### src/rtl/load_hazard_stall_unit_if.sv
// load_hazard_stall_unit_if: hazard inputs from ID/EX/MEM and stall controls back to the pipeline.
interface load_hazard_stall_unit_if #(
    parameter int REG_W  = 5,
    parameter int CW     = 2,
    parameter int PERF_W = 16
);
    logic [REG_W-1:0]  id_rs, id_rt, ex_rd, mem_rd;
    logic              id_uses_rs, id_uses_rt, id_is_branch;
    logic              ex_regwrite, ex_memread, mem_regwrite, mem_memread, ext_hold;
    logic              pcwrite, if_id_write, id_flush, stall_active;
    logic [CW-1:0]     stall_cnt;
    logic [PERF_W-1:0] stall_cycles;
    modport master (
        output id_rs, id_rt, ex_rd, mem_rd, id_uses_rs, id_uses_rt, id_is_branch,
               ex_regwrite, ex_memread, mem_regwrite, mem_memread, ext_hold,
        input  pcwrite, if_id_write, id_flush, stall_active, stall_cnt, stall_cycles
    );
    modport slave (
        input  id_rs, id_rt, ex_rd, mem_rd, id_uses_rs, id_uses_rt, id_is_branch,
               ex_regwrite, ex_memread, mem_regwrite, mem_memread, ext_hold,
        output pcwrite, if_id_write, id_flush, stall_active, stall_cnt, stall_cycles
    );
endinterface

### src/rtl/load_hazard_stall_unit.sv
// load_hazard_stall_unit: counter-based load-use / branch-operand stall sequencer beside ID.
module load_hazard_stall_unit #(
    parameter int REG_W        = 5,
    parameter int LOAD_LAT     = 1,
    parameter int BRANCH_IN_ID = 0,
    parameter int PERF_W       = 16,
    parameter int CW           = $clog2(LOAD_LAT + 2)
) (
    input logic clk,
    input logic reset_n,
    load_hazard_stall_unit_if.slave bus
);
    typedef enum logic {IDLE, STALL} state_t;
    state_t            state;
    logic [CW-1:0]     cnt;
    logic [PERF_W-1:0] perf;
    logic              ex_hit, mem_hit, br, stall;
    logic [CW-1:0]     need;
    assign ex_hit  = bus.ex_rd != '0 && ((bus.id_uses_rs && bus.ex_rd == bus.id_rs) ||
                                         (bus.id_uses_rt && bus.ex_rd == bus.id_rt));
    assign mem_hit = bus.mem_rd != '0 && ((bus.id_uses_rs && bus.mem_rd == bus.id_rs) ||
                                          (bus.id_uses_rt && bus.mem_rd == bus.id_rt));
    assign br      = BRANCH_IN_ID != 0 && bus.id_is_branch;
    // a load hazard always needs >=1 bubble, so it dominates the single-bubble branch cases
    assign need = (bus.ex_memread && ex_hit) ? CW'(LOAD_LAT) + CW'(br) :
                  (br && ((bus.ex_regwrite && ex_hit) || (bus.mem_memread && mem_hit))) ? CW'(1) : '0;
    assign stall = reset_n && !bus.ext_hold && (state == STALL || need != '0);
    assign bus.id_flush     = stall;
    assign bus.pcwrite      = !stall && !(reset_n && bus.ext_hold);
    assign bus.if_id_write  = !stall && !(reset_n && bus.ext_hold);
    assign bus.stall_active = reset_n && state == STALL;
    assign bus.stall_cnt    = cnt;
    assign bus.stall_cycles = perf;
    always_ff @(posedge clk) begin
        if (!reset_n) begin
            state <= IDLE;
            cnt   <= '0;
            perf  <= '0;
        end else begin
            if (stall && perf != '1) perf <= perf + 1'b1;
            if (!bus.ext_hold) begin
                if (state == STALL) begin
                    state <= (cnt == CW'(1)) ? IDLE : STALL;
                    cnt   <= cnt - 1'b1;
                end else if (need > CW'(1)) begin
                    state <= STALL;
                    cnt   <= need - 1'b1;
                end
            end
        end
    end
endmodule

### src/flat_wrapper.sv
// flat-port wrapper written by rule: the top's interface ports become plain ports
module load_hazard_stall_unit_flat 
#(
    parameter int REG_W        = 5,
    parameter int LOAD_LAT     = 1,
    parameter int BRANCH_IN_ID = 0,
    parameter int PERF_W       = 16,
    parameter int CW           = $clog2(LOAD_LAT + 2)
)
  (clk, reset_n, bus_id_rs, bus_id_rt, bus_ex_rd, bus_mem_rd, bus_id_uses_rs, bus_id_uses_rt, bus_id_is_branch, bus_ex_regwrite, bus_ex_memread, bus_mem_regwrite, bus_mem_memread, bus_ext_hold, bus_pcwrite, bus_if_id_write, bus_id_flush, bus_stall_active, bus_stall_cnt, bus_stall_cycles);
  load_hazard_stall_unit_if #(.REG_W(REG_W), .CW(CW), .PERF_W(PERF_W)) bus_i ();
  input logic clk;
  input logic reset_n;
  input wire logic [$bits(bus_i.id_rs)-1:0] bus_id_rs;
  input wire logic [$bits(bus_i.id_rt)-1:0] bus_id_rt;
  input wire logic [$bits(bus_i.ex_rd)-1:0] bus_ex_rd;
  input wire logic [$bits(bus_i.mem_rd)-1:0] bus_mem_rd;
  input wire logic [$bits(bus_i.id_uses_rs)-1:0] bus_id_uses_rs;
  input wire logic [$bits(bus_i.id_uses_rt)-1:0] bus_id_uses_rt;
  input wire logic [$bits(bus_i.id_is_branch)-1:0] bus_id_is_branch;
  input wire logic [$bits(bus_i.ex_regwrite)-1:0] bus_ex_regwrite;
  input wire logic [$bits(bus_i.ex_memread)-1:0] bus_ex_memread;
  input wire logic [$bits(bus_i.mem_regwrite)-1:0] bus_mem_regwrite;
  input wire logic [$bits(bus_i.mem_memread)-1:0] bus_mem_memread;
  input wire logic [$bits(bus_i.ext_hold)-1:0] bus_ext_hold;
  output wire logic [$bits(bus_i.pcwrite)-1:0] bus_pcwrite;
  output wire logic [$bits(bus_i.if_id_write)-1:0] bus_if_id_write;
  output wire logic [$bits(bus_i.id_flush)-1:0] bus_id_flush;
  output wire logic [$bits(bus_i.stall_active)-1:0] bus_stall_active;
  output wire logic [$bits(bus_i.stall_cnt)-1:0] bus_stall_cnt;
  output wire logic [$bits(bus_i.stall_cycles)-1:0] bus_stall_cycles;
  assign bus_i.id_rs = bus_id_rs;
  assign bus_i.id_rt = bus_id_rt;
  assign bus_i.ex_rd = bus_ex_rd;
  assign bus_i.mem_rd = bus_mem_rd;
  assign bus_i.id_uses_rs = bus_id_uses_rs;
  assign bus_i.id_uses_rt = bus_id_uses_rt;
  assign bus_i.id_is_branch = bus_id_is_branch;
  assign bus_i.ex_regwrite = bus_ex_regwrite;
  assign bus_i.ex_memread = bus_ex_memread;
  assign bus_i.mem_regwrite = bus_mem_regwrite;
  assign bus_i.mem_memread = bus_mem_memread;
  assign bus_i.ext_hold = bus_ext_hold;
  assign bus_pcwrite = bus_i.pcwrite;
  assign bus_if_id_write = bus_i.if_id_write;
  assign bus_id_flush = bus_i.id_flush;
  assign bus_stall_active = bus_i.stall_active;
  assign bus_stall_cnt = bus_i.stall_cnt;
  assign bus_stall_cycles = bus_i.stall_cycles;
  load_hazard_stall_unit #(.REG_W(REG_W), .LOAD_LAT(LOAD_LAT), .BRANCH_IN_ID(BRANCH_IN_ID), .PERF_W(PERF_W), .CW(CW)) u_core (.clk(clk), .reset_n(reset_n), .bus(bus_i));
endmodule
### config.mk
export PLATFORM = sky130hd
export DESIGN_NAME = load_hazard_stall_unit_flat
export DESIGN_NICKNAME = d
export VERILOG_FILES = /design/src/rtl/load_hazard_stall_unit_if.sv /design/src/rtl/load_hazard_stall_unit.sv /design/src/flat_wrapper.sv
export SDC_FILE = /design/constraint.sdc
export NUM_CORES = 1
export LEC_CHECK = 0
export CORE_ASPECT_RATIO = 0.8
export CORE_UTILIZATION = 41
export CTS_CLUSTER_DIAMETER = 120
export CTS_CLUSTER_SIZE = 40
export DETAILED_ROUTE_END_ITERATION = 8
export GPL_ROUTABILITY_DRIVEN = 0
export GPL_TIMING_DRIVEN = 0
export PLACE_DENSITY = 0.86
export SYNTH_ARGS = -nofsm -noshare
export SYNTH_HDL_FRONTEND = slang
export SYNTH_SLANG_ARGS = --single-unit
### constraint.sdc
create_clock -name clk -period 2.7 [get_ports clk]
set_input_delay 0.675 -clock clk [delete_from_list [all_inputs] [get_ports clk]]
set_output_delay 0.675 -clock clk [all_outputs]
set_load 0.01 [all_outputs]
==> flow_summary.json, run 1 <==
{
  "place_area_sq_um": 1582,
  "drive_gt1_share_pct": 16.76,
  "final_core_util_pct": 66.22,
  "finalInstanceArea_sq_um": 1670,
  "grt_pass1_vias": 1217,
  "async_reset_ff_share_pct": 0,
  "min_period_ps": 2718,
  "layout_common_cells": "24 x clkdlybuf4s50_1, 19 x dfxtp_1, 12 x a21oi_1, 11 x xnor2_1, 10 x dlygate4sd2_1",
  "synth_ff_type": "dfxtp_1",
  "ys_seq_elements": 19,
  "p_total_mw": 0.5010,
  "slowest_delay_ps": 540,
  "worstSetupPathType": "input port to output port",
  "synthCells": 131,
  "tightest_slew_ps": 535.4,
  "slowest_stage": "or4_4",
  "io_buffers": 41,
  "rsz0062_at_grt": "true",
  "dr.pass1.iters": 6,
  "fin_ws_ps": -18.34,
  "postRouteAntennaNets": 0,
  "worst_path_most_repeated_cell": "buf_6",
  "dr_total_vias": 1267,
  "reg2reg_slack_ps": 570,
  "cts_tree": "yes",
  "cts_buffers": 3,
  "report.final.slew_viol_count": 0,
  "ys_seq_area_share_pct": 33.78,
  "clk_path_buf_depth": 2,
  "clk_pin_slew_ps": 110,
  "die_area_sq_um": 2962,
  "core_area_sq_um": 2522,
  "synth_nets": 163,
  "dpl.hpwl_microns": 2341,
  "finalHoldViolations": 0,
  "htree_levels": 1,
  "cp_data_required_time_ps": 2030,
  "diodes": 0,
  "max-slew-margin-rel_pct": 64.31,
  "switching_share_pct": 24.50,
  "die_w_microns": 60.60,
  "min_to": "u_core.bus.stall_cycles[11]",
  "wl_per_cell_microns": 14.81,
  "ir_drop_mv": 0.1670,
  "internal-power_mw": 0.3783,
  "fmax_mhz": 367.9,
  "grt_pass1_wl_microns": 5078,
  "fin_cells": 215,
  "synth_cell_types": 36,
  "clock_latency_ps": 300,
  "dieHeight_microns": 48.88,
  "r2r_cells": 8,
  "hold_depth": 2,
  "mostFrequentLayoutCell": "clkdlybuf4s50_1",
  "layout_worst_path_cycle_share_pct": 100.7,
  "violations": "negative setup slack",
  "synth_warnings": 0,
  "fin_worst_skew_ps": 8.890,
  "grt_overflow_total": 0,
  "drc": 0,
  "hp-class": "flop to flop",
  "fin_nets": 212,
  "hold_slack_ps": 503.7,
  "endpoint_kind": "output port",
  "status": "finished, violations left",
  "worstPathArrival_ps": 2040,
  "dp_slack_ps": -1088,
  "r2r_end": "u_core.bus.stall_cycles[9]",
  "path_buf_inv": 3,
  "syn2layout_area_growth_pct": 48.33,
  "crit_family": "simple AND/OR/NAND/NOR gates",
  "first_iter_violations": 51,
  "path_cells": "buf_8 -> or4_4 -> o21ai_4 -> nor2_2 -> a21oi_2 -> buf_6 -> nor2_4 -> buf_6",
  "netlist_area_sq_um": 1126,
  "tns_ps": -18.34,
  "cellPowerDensity_nw_per_um2": 300.0,
  "setup_viol": 1,
  "start_util_pct": 44.64,
  "r2r_start": "u_core.bus.stall_cycles[7]",
  "p_comb_share_pct": 15.3,
  "maxCapViolCount": 0,
  "viasPerCell": 5.893,
  "cts_sinks": 19,
  "grtUsageTotal_pct": 22.19,
  "place_inst": 208,
  "path_max_fanout": 3,
  "num_rows": 16,
  "antenna_found_initial": 0,
  "crit_path_start_kind": "input port",
  "hp-start": "u_core.bus.stall_cycles[11]",
  "p_switching_mw": 0.1228,
  "synth-edff-count": 0,
  "p_seq_share_pct": 56.0,
  "grt_max_degree": 19,
  "postSynthAreaPerCell_sq_um": 8.596,
  "leakage_nw": 0.5587,
  "io_pins": 52,
  "p_clk_share_pct": 28.7,
  "clock-root-buffer": "clkbuf_4",
  "wl_microns": 3185
}
==> final cells by class <==
class | count | area [sq um]
Timing Repair Buffer | 46 | 429.2
Multi-Input combinational cell | 99 | 723.2
Sequential cell | 19 | 380.4
Clock buffer | 4 | 26.28
Tap cell | 36 | 45.04
Buffer | 7 | 51.30
Fill cell | 224 | 852.1
Inverter | 4 | 15.01
==> timing repair <==
action	4_1_cts	5_1_grt
hold endpoints to repair	0	0
hold buffers	0	0
endpoints found under the setup margin	3	3
pin swaps	15	5
buffers inserted	3	2
resized for setup	53	5
==> routing by layer <==
layer	global-route usage [%]	vias up	wire, microns
met4	9.848	0	96
met1	22.40	590	1210
met3	4.775	12	204
li1	-	594	-
met5	0	-	0
met2	41.94	71	1674
==> kinds of logic after synthesis <==
| group | Yosys count | share of synthesized area [%] |
|---|---|---|
| simple gates | 46 | 23.89 |
| mux | 1 | 0.8889 |
| fa+ha+maj | 2 | 2.222 |
| compound gates | 39 | 24.00 |
| flops | 19 | 33.78 |
| buf+inv | 13 | 6.666 |
| xor+xnor | 11 | 8.555 |
==> how the worst max path moves through the flow <==
stage / startpoint / cells after the start / to
floorplan: bus_ex_rd[0] / 5 / bus_pcwrite
global placement: bus_ex_rd[3] / 9 / bus_id_flush
detailed placement: bus_ex_rd[3] / 9 / bus_id_flush
CTS: bus_ex_rd[2] / 8 / bus_id_flush
global route: bus_ex_rd[3] / 8 / bus_id_flush
finish: bus_ex_rd[3] / 8 / bus_id_flush
==> tightest hold or removal path: cells and delay by family, from the launching register on <==
family	cells	cell delay [ps]
AOI/OAI and AO/OA	2	130
DFF	1	340
==> power groups by stage <==
stage          Clock, mW  Sequential, mW  Combinational [mW]
2_1_floorplan          0           0.287              0.0298
3_3_place_gp           0           0.287              0.0694
3_5_place_dp           0           0.287              0.0727
4_1_cts            0.146           0.280              0.0714
5_1_grt            0.164           0.281              0.0816
6_report           0.144           0.280              0.0769
==> cells in the mapped netlist (4+ instances only) <==
master	number	area, sq um
a21oi_1	12	60.06
and3_1	4	25.02
dfxtp_1	19	380.4
nand2_1	8	30.03
nand3_1	8	40.04
nor2_1	5	18.77
o21ai_0	5	25.02
o31ai_1	8	60.06
or4_1	7	52.55
xnor2_1	11	96.34
==> registers in the layout, indices dropped and copies added (netlist names) <==
name and count:
u_core.bus.stall_cnt 2, u_core.bus.stall_cycles 16, u_core.state 1
Note: power is estimated with default switching activity, not from simulation.
==> run 2, diff against run 1 <==
- CELL_PAD_IN_SITES_DETAIL_PLACEMENT: default -> 1
- CELL_PAD_IN_SITES_GLOBAL_PLACEMENT: default -> 1
- CORE_UTILIZATION: 41 -> 29
- PLACE_DENSITY: 0.86 -> 0.85
==> flow_summary.json, run 2 (synthesis results as in run 1) <==
{
  "tightest_slew_ps": 534.2,
  "leakage_nw": 0.5867,
  "finalHoldViolations": 0,
  "diodes": 0,
  "syn2layout_area_growth_pct": 51.00,
  "postRouteAntennaNets": 0,
  "ff_latch_area_sq_um": 380.4,
  "multiInputGateArea_sq_um": 720.7,
  "reg2reg_slack_ps": 560,
  "htree_levels": 1,
  "grt_pass1_vias": 1352,
  "p_total_mw": 0.5713,
  "worstSetupPathType": "input port to output port",
  "path_max_fanout": 3,
  "grt_pass1_wl_microns": 6134,
  "cellPowerDensity_nw_per_um2": 336.0,
  "min_period_ps": 2663,
  "wl_microns": 3707,
  "r2r_start": "u_core.bus.stall_cycles[0]",
  "clock_latency_ps": 270,
  "fin_nets": 213,
  "max-slew-margin-rel_pct": 64.17,
  "fillers": 411,
  "crit_path_start_kind": "input port",
  "grt_max_degree": 19,
  "report.final.slew_viol_count": 0,
  "hold_buffers": 0,
  "hp-class": "flop to flop",
  "clk_pin_slew_ps": 70,
  "drive_gt1_share_pct": 17.22,
  "grtUsageTotal_pct": 19.61,
  "io_buffers": 41,
  "clk_path_buf_depth": 2,
  "hold_depth": 1,
  "status": "finished clean",
  "start_util_pct": 31.58,
  "dieHeight_microns": 57.74,
  "first_iter_violations": 58,
  "critPathCapture": "bus_pcwrite",
  "num_rows": 19,
  "ir_drop_mv": 0.1382,
  "place_area_sq_um": 1589,
  "grt_overflow_total": 0,
  "dpl.hpwl_microns": 2839,
  "largest_reg_flops": 16,
  "die_area_sq_um": 4138,
  "finalInstanceArea_sq_um": 1700,
  "setup_viol": 0,
  "die_w_microns": 71.67,
  "layout_common_cells": "23 x clkdlybuf4s50_1, 19 x dfxtp_1, 12 x a21oi_1, 10 x xnor2_1, 9 x dlygate4sd2_1",
  "maxCapViolCount": 0,
  "core_area_sq_um": 3566,
  "hold_slack_ps": 498.3,
  "layout_worst_path_cycle_share_pct": 98.62,
  "mostFrequentLayoutCell": "clkdlybuf4s50_1",
  "fin_worst_skew_ps": 5.059,
  "cts_tree": "yes",
  "clock-root-buffer": "clkbuf_8",
  "drc": 0,
  "cts_buffers": 3,
  "fmax_mhz": 375.6,
  "r2r_end": "u_core.bus.stall_cycles[9]",
  "cp_data_required_time_ps": 2030,
  "startpoint": "bus_ex_rd[2]",
  "rsz0062_at_grt": "true",
  "worstPathArrival_ps": 1990,
  "antenna_found_initial": 0,
  "dr.pass1.iters": 2,
  "wl_per_cell_microns": 16.70,
  "io_pins": 52,
  "dr_total_vias": 1241,
  "r2r_cells": 7,
  "cts_sinks": 19,
  "viasPerCell": 5.590,
  "endpoint_kind": "output port"
}
-- run 2: cell types whose count changed in the layout (fill, tap and decap cells not counted), moves of 2 or more --
cell,delta
clkbuf_8,+3
clkbuf_4,-3
buf_6,-2
buf_4,+2
nor2_1,+2
-- run 2: where the power goes --
group	leakage, nW	internal [mW]	switching, mW
sequential	0.153	0.280	0.000173
clock	0.0228	0.105	0.106
combinational	0.411	0.0437	0.0362
total	0.587	0.429	0.142
-- run 2: layer usage --
layer / global-route usage, % / part of all wire (%)
met1: 20.92 / 41
met3: 5.217 / 4.9
met5: 0 / 0
met4: 8.403 / 1.4
met2: 36.66 / 52
-- run 2: worst min-delay path by stage --
stage                                     from                         end
floorplan           u_core.bus.stall_cycles[4]  u_core.bus.stall_cycles[4]
finish              u_core.bus.stall_cycles[4]  u_core.bus.stall_cycles[4]
global placement    u_core.bus.stall_cycles[4]  u_core.bus.stall_cycles[4]
CTS                 u_core.bus.stall_cycles[4]  u_core.bus.stall_cycles[4]
global route        u_core.bus.stall_cycles[4]  u_core.bus.stall_cycles[4]
detailed placement  u_core.bus.stall_cycles[4]  u_core.bus.stall_cycles[4]
-- run 2: repair_timing --
action	CTS	global route
pin swaps	14	7
resized for setup	55	6
setup buffers	4	2
endpoints found under the setup margin	16	3
-- run 2: layout make-up --
class / count / area share, %
inverter: 4 / 0.8830
buffer: 7 / 2.796
clock buffer: 4 / 2.649
sequential: 19 / 22.37
multi-input combinational: 99 / 42.38
tap: 42 / 3.091
timing repair buffer: 47 / 25.83
-- run 2: critical path, stage by stage --
cell and delay [ps]:
buf_8 100, or4_4 540, o21ai_4 170, nor2b_4 70, o31ai_4 200, buf_4 150, buf_6 90
-- run 2: stage by stage --
stage          std cells  setup WS, ps  setup TNS [ps]  util, %
2_1_floorplan        131         22.31               0        -
3_3_place_gp         214         -1129           -6447    44.56
3_5_place_dp         214         -1207           -8124    44.56
4_1_cts              221        -26.66          -50.65    47.33
5_1_grt              222        -12.94          -19.96    47.68
6_report             222         37.26               0    47.68
